===== src/rtl/sha_pkg.sv =====
// Constant sets shared by SHA-256/SHA-512 datapaths and the schedule FSM state type.
package sha_pkg;

    localparam int SHA256_WORD_W = 32;
    localparam int SHA256_ROUNDS = 64;
    localparam int SHA256_S0_R0  = 7;
    localparam int SHA256_S0_R1  = 18;
    localparam int SHA256_S0_SH  = 3;
    localparam int SHA256_S1_R0  = 17;
    localparam int SHA256_S1_R1  = 19;
    localparam int SHA256_S1_SH  = 10;

    localparam int SHA512_WORD_W = 64;
    localparam int SHA512_ROUNDS = 80;
    localparam int SHA512_S0_R0  = 1;
    localparam int SHA512_S0_R1  = 8;
    localparam int SHA512_S0_SH  = 7;
    localparam int SHA512_S1_R0  = 19;
    localparam int SHA512_S1_R1  = 61;
    localparam int SHA512_S1_SH  = 6;

    typedef enum logic {
        LOAD,
        EXPAND
    } sched_state_e;

endpackage


===== src/rtl/lsigma.sv =====
// Lowercase sigma: ROR(R0) ^ ROR(R1) ^ SHR(SH), purely combinational.
module lsigma #(
    parameter int WORD_W = 32,
    parameter int R0     = 7,
    parameter int R1     = 18,
    parameter int SH     = 3
) (
    input  logic [WORD_W-1:0] x,
    output logic [WORD_W-1:0] y
);

    function automatic logic [WORD_W-1:0] ror(input logic [WORD_W-1:0] v, input int r);
        return (v >> r) | (v << (WORD_W - r));
    endfunction

    assign y = ror(x, R0) ^ ror(x, R1) ^ (x >> SH);

endmodule


===== src/rtl/msg_schedule.sv =====
// SHA-2 message schedule expander: takes M[0..15] word-by-word, then streams
// W[16..ROUNDS-1] from a 16-word sliding window, one word per unstalled cycle.
//
// state  | meaning
// LOAD   | t < 16, message words pass straight through into window and output
// EXPAND | t >= 16, W[t] computed from the window, input side held off
module msg_schedule
    import sha_pkg::*;
#(
    parameter int WORD_W = SHA256_WORD_W,
    parameter int ROUNDS = SHA256_ROUNDS,
    parameter int S0_R0  = SHA256_S0_R0,
    parameter int S0_R1  = SHA256_S0_R1,
    parameter int S0_SH  = SHA256_S0_SH,
    parameter int S1_R0  = SHA256_S1_R0,
    parameter int S1_R1  = SHA256_S1_R1,
    parameter int S1_SH  = SHA256_S1_SH
) (
    input  logic                      clk,
    input  logic                      rst,
    input  logic                      clear,
    input  logic                      in_valid,
    output logic                      in_ready,
    input  logic [WORD_W-1:0]         in_word,
    output logic                      out_valid,
    input  logic                      out_ready,
    output logic [WORD_W-1:0]         out_word,
    output logic [$clog2(ROUNDS)-1:0] out_idx,
    output logic                      out_last
);

    localparam int TW = $clog2(ROUNDS);
    localparam logic [TW-1:0] T_LOAD_END = TW'(15);
    localparam logic [TW-1:0] T_LAST     = TW'(ROUNDS - 1);

    sched_state_e      state;
    sched_state_e      state_next;
    logic [TW-1:0]     t;
    logic [WORD_W-1:0] win [16];
    logic [WORD_W-1:0] s0;
    logic [WORD_W-1:0] s1;
    logic [WORD_W-1:0] expand_word;
    logic [WORD_W-1:0] new_word;
    logic              out_free;
    logic              produce;

    lsigma #(.WORD_W(WORD_W), .R0(S0_R0), .R1(S0_R1), .SH(S0_SH)) u_sigma0 (
        .x (win[1]),
        .y (s0)
    );

    lsigma #(.WORD_W(WORD_W), .R0(S1_R0), .R1(S1_R1), .SH(S1_SH)) u_sigma1 (
        .x (win[14]),
        .y (s1)
    );

    assign out_free    = !out_valid || out_ready;
    assign in_ready    = (state == LOAD) && out_free;
    // Single-stage 4-operand add; carries past WORD_W fall off by width.
    assign expand_word = s1 + win[9] + s0 + win[0];

    always_comb begin
        state_next = state;
        produce    = 1'b0;
        new_word   = expand_word;
        unique case (state)
            LOAD: begin
                produce  = in_valid && out_free;
                new_word = in_word;
                if (produce && t == T_LOAD_END) state_next = EXPAND;
            end
            EXPAND: begin
                produce = out_free;
                if (produce && t == T_LAST) state_next = LOAD;
            end
        endcase
        if (clear) begin
            state_next = LOAD;
            produce    = 1'b0;
        end
    end

    always_ff @(posedge clk or posedge rst) begin
        if (rst) state <= LOAD;
        else     state <= state_next;
    end

    always_ff @(posedge clk or posedge rst) begin
        if (rst) begin
            t         <= '0;
            out_valid <= 1'b0;
            out_word  <= '0;
            out_idx   <= '0;
            out_last  <= 1'b0;
            for (int i = 0; i < 16; i++) win[i] <= '0;
        end else if (clear) begin
            t         <= '0;
            out_valid <= 1'b0;
        end else if (produce) begin
            for (int i = 0; i < 15; i++) win[i] <= win[i+1];
            win[15]   <= new_word;
            out_word  <= new_word;
            out_idx   <= t;
            out_last  <= (t == T_LAST);
            out_valid <= 1'b1;
            t         <= (t == T_LAST) ? '0 : t + TW'(1);
        end else if (out_ready) begin
            out_valid <= 1'b0;
        end
    end

endmodule


===== config.mk =====
export PLATFORM = sky130hd
export DESIGN_NAME = msg_schedule
export DESIGN_NICKNAME = d
export VERILOG_FILES = /design/src/rtl/sha_pkg.sv /design/src/rtl/lsigma.sv /design/src/rtl/msg_schedule.sv
export SDC_FILE = /design/constraint.sdc
export NUM_CORES = 2
export LEC_CHECK = 0
export ABC_AREA = 0
export BUFFER_PORTS_ARGS = -buffer_cell sky130_fd_sc_hd__buf_4
export CORE_ASPECT_RATIO = 1.75
export CORE_MARGIN = 1.5
export CORE_UTILIZATION = 55
export CTS_BUF_LIST = sky130_fd_sc_hd__clkbuf_4 sky130_fd_sc_hd__clkbuf_8
export CTS_CLUSTER_DIAMETER = 30
export DETAILED_ROUTE_END_ITERATION = 8
export PLACE_DENSITY = 0.72
export SKIP_CTS_REPAIR_TIMING = 1
export SYNTH_ARGS = -nofsm -noshare
export SYNTH_HDL_FRONTEND = slang
export SYNTH_SLANG_ARGS = --single-unit
export TNS_END_PERCENT = 50

===== constraint.sdc =====
create_clock -name clk -period 23.3 [get_ports clk]
set_input_delay 2.33 -clock clk [delete_from_list [all_inputs] [get_ports clk]]
set_output_delay 2.33 -clock clk [all_outputs]
set_load 0.01 [all_outputs]

==> metrics.md <==
| Metric | Value |
|---|---|
| FF+latch count, synth | `527` |
| Clock-pin transition on the worst setup and hold timing paths | `0.07 ns` |
| CP max-delay cell | `buf_4` |
| Crit. path cell count | `8` |
| Req. time, crit path | `23.87 ns` |
| Global-route wire length before repair | `92600 µm` |
| Period minus WS final | `6.26 ns` |
| Fin. max-slew vios | `0` |
| Yosys cell types | `61` |
| Critical-path cell list | `buf_4, nor2b_1, or3_4, buf_4, buf_4, buf_4, nand2_1, nand2_1` |
| Die Area | `0.0461 mm²` |
| Crit-path max cell delay | `1.00 ns` |
| Hold Path Class | `reg2reg` |
| Final hold vios | `0` |
| GR Overflow Total | `0` |
| Initial antenna violation count | `1` |
| Final core occ | `0.611` |
| Type of origin of the critical path | `input port` |
| R2R cell count | `8` |
| Unrepaired setup endpoints after global routing | `no` |
| Tcrit/Tclk final | `0.269` |
| R2r startpoint | `state$_DFF_PP0_` |
| Status | `complete, no violations` |
| Clock Sink Count | `527` |
| Power after layout | `3.83 mW` |
| YS warnings | `0` |
| H-Tree Depth | `3` |
| Endpoints failing setup | `0` |
| PwrDens | `142 mW/mm²` |
| Vias | `17.6k` |
| Largest buffer count on any clock path | `3` |
| Antenna-violating nets left | `0` |
| CP Capture Type | `flip-flop` |
| Iteration-0 DRC Markers | `1087` |
| Std-Cell Rows | `102` |
| Routability cong. | `0.932` |
| Setup CP Type | `in2reg` |
| Cell mode on critical path | `buf_4` |
| Largest net degree at the start of global routing | `243` |
| Worst setup path end | `win[338]$_DFFE_PP0P_` |
| CTS tree | `built` |
| Fraction of layout cells with a size suffix above 1 | `0.0900` |
| Maxcap violations | `0` |
| Fmax | `160 MHz` |
| LEAKAGE | `14.3 nW` |
| Worst setup path startpoint | `out_ready` |
| Final net count | `2894` |
| Synth Instances | `2793` |
| Most common cell after layout, fill and taps aside | `nand2_1` |
| CORE AREA | `0.0442 mm²` |
| Vias in the first global route | `17.4k` |
| CP arrival | `6.83 ns` |
| RR Endpoint | `win[338]$_DFFE_PP0P_` |
| Most frequent cells in the layout | `1326 x nand2_1, 527 x dfrtp_1, 131 x o21ai_0, 127 x inv_1, 98 x clkbuf_8` |
| WL/cell | `16.6 µm` |
| Chip Height | `283 µm` |
| EDFF count, synth | `0` |
| I/O pin count | `78` |
| WP buf/inv | `4` |
| Post-Place Setup Slack | `16.46 ns` |
| Syn_area_per_cell | `8.81 µm²` |
| Seq/Total Area, Yosys | `0.536` |
| Final TNS setup | `0 ns` |
| Final WS setup | `17.04 ns` |
| Via/cell ratio | `5.19` |
| CP delay by family, top | `buffers and inverters` |
| Clk_skew | `0.0230 ns` |
| Most used DFF post-synth | `dfrtp_1` |
| I/O Buffers | `77` |
| Drt pass-1 iters | `6` |
| Crit path max fanout | `128` |
| Slew @ Worst Pin | `1.17 ns` |
| R2R setup slack | `18.33 ns` |
| Filler cells | `3814` |
| VDD IR max | `103 µV` |
| Overall routing resource usage | `0.259` |
| DRC Markers | `0` |
| Syn nets | `2924` |
| Post-synth ARST share | `1.00` |
| Num CTS Buffers | `80` |
| Hold Slack | `0.454 ns` |
| Hpwl dp | `38400 µm` |
| Root Buffer | `clkbuf_8` |
| Max_slew headroom | `0.221` |
| Die Width | `163 µm` |
| Routed wire length | `56500 µm` |
| Mapped Area | `0.0246 mm²` |
| Layout area overhead | `9.54%` |
| Clock latency on the worst-skew pair | `0.65 ns` |
| Initial core utilization | `0.557` |
[cells by family after synthesis]
kind of cell	after synthesis	share of synthesized area
compound gates	253	0.0608
buf+inv	332	0.0572
xor+xnor	137	0.0487
mux	12	0.00493
fa+ha+maj	94	0.0667
simple gates	1438	0.226
flops	527	0.536
[registers in the layout, summed over array words and instances (netlist names)]
register	flops
win	512
state	1
out_valid	1
t	6
out_last	1
out_idx	6
[worst min path at each step]
stage,from,end,slack [ns],cells after the start
CTS,win[95]$_DFFE_PP0P_,win[127]$_DFFE_PP0P_,0.45,2
finish,win[413]$_DFFE_PP0P_,win[445]$_DFFE_PP0P_,0.45,2
floorplan,win[68]$_DFFE_PP0P_,win[100]$_DFFE_PP0P_,0.44,2
detailed placement,win[151]$_DFFE_PP0P_,win[183]$_DFFE_PP0P_,0.45,2
global route,win[285]$_DFFE_PP0P_,win[317]$_DFFE_PP0P_,0.48,2
global placement,win[160]$_DFFE_PP0P_,win[192]$_DFFE_PP0P_,0.45,2
[worst register-to-register path, cell delays in order, from the launching register on]
cell and delay [ns]:
dfrtp_1 0.37, buf_4 0.25, nor2_1 0.37, or3_4 0.67
buf_4 0.99, buf_4 0.89, buf_4 1.04, nand2_1 0.22
nand2_1 0.11
[cells in the mapped netlist (2+ instances only)]
master     instances  area share
mux2i_1           11      0.0045
ha_1              32       0.016
or4_1              2     0.00061
dfrtp_1          527        0.54
o21ai_1            5      0.0010
o21bai_1           4      0.0012
nand4_1            9      0.0023
xnor2_1           74       0.026
a31oi_1            9      0.0023
a21oi_2            3      0.0011
clkbuf_1         125       0.019
a21o_1            15      0.0046
a2111oi_0          2     0.00071
buf_1             15      0.0023
buf_4             33       0.010
nand2_1         1326        0.20
o22ai_1            3     0.00076
or3_2              2     0.00061
or3_1              5      0.0013
buf_2             30      0.0061
nand3b_1           2     0.00061
and3_1             9      0.0023
xor2_1            63       0.022
a211oi_1           6      0.0018
a221oi_1           3      0.0011
nor2b_1            5      0.0013
a21oi_1           50       0.010
inv_1            128       0.020
fa_1              62       0.050
nor3_1             9      0.0018
o21ai_0          131       0.027
a311oi_1           2     0.00071
o21a_1             4      0.0012
nor2_1            51      0.0078
o21bai_2           2     0.00091
nand3_1            9      0.0018
[power by group]
group / switching (mW) / internal [mW] / total (mW)
clock: 0.370 / 0.487 / 0.856
combinational: 1.05 / 0.654 / 1.70
sequential: 0.162 / 1.11 / 1.27
[routing by layer]
metal,vias to the layer above,wire [µm],global-route usage
met5,-,0,0
met4,0,2680,0.130
met3,135,2160,0.0324
met2,423,28400,0.433
met1,8543,23200,0.332
li1,8513,-,-
[metrics by stage]
step | cells | instance area, µm²
floorplan | 2793 | 24600
global placement | 3253 | 25100
detailed placement | 3253 | 25100
CTS | 3395 | 27000
global route | 3396 | 27000
finish | 3396 | 27000
[layout make-up]
class	instances	area, µm²	share of cell area
Inverter	129	492	0.0182
Sequential cell	527	13200	0.489
Clock inverter	31	385	0.0143
Clock buffer	111	1450	0.0536
Timing Repair Buffer	91	708	0.0263
Tap cell	572	716	0.0265
Antenna cell	1	2.50	0.0000928
Multi-Input combinational cell	1934	10000	0.372
Note: power is estimated with default switching activity, not from simulation.
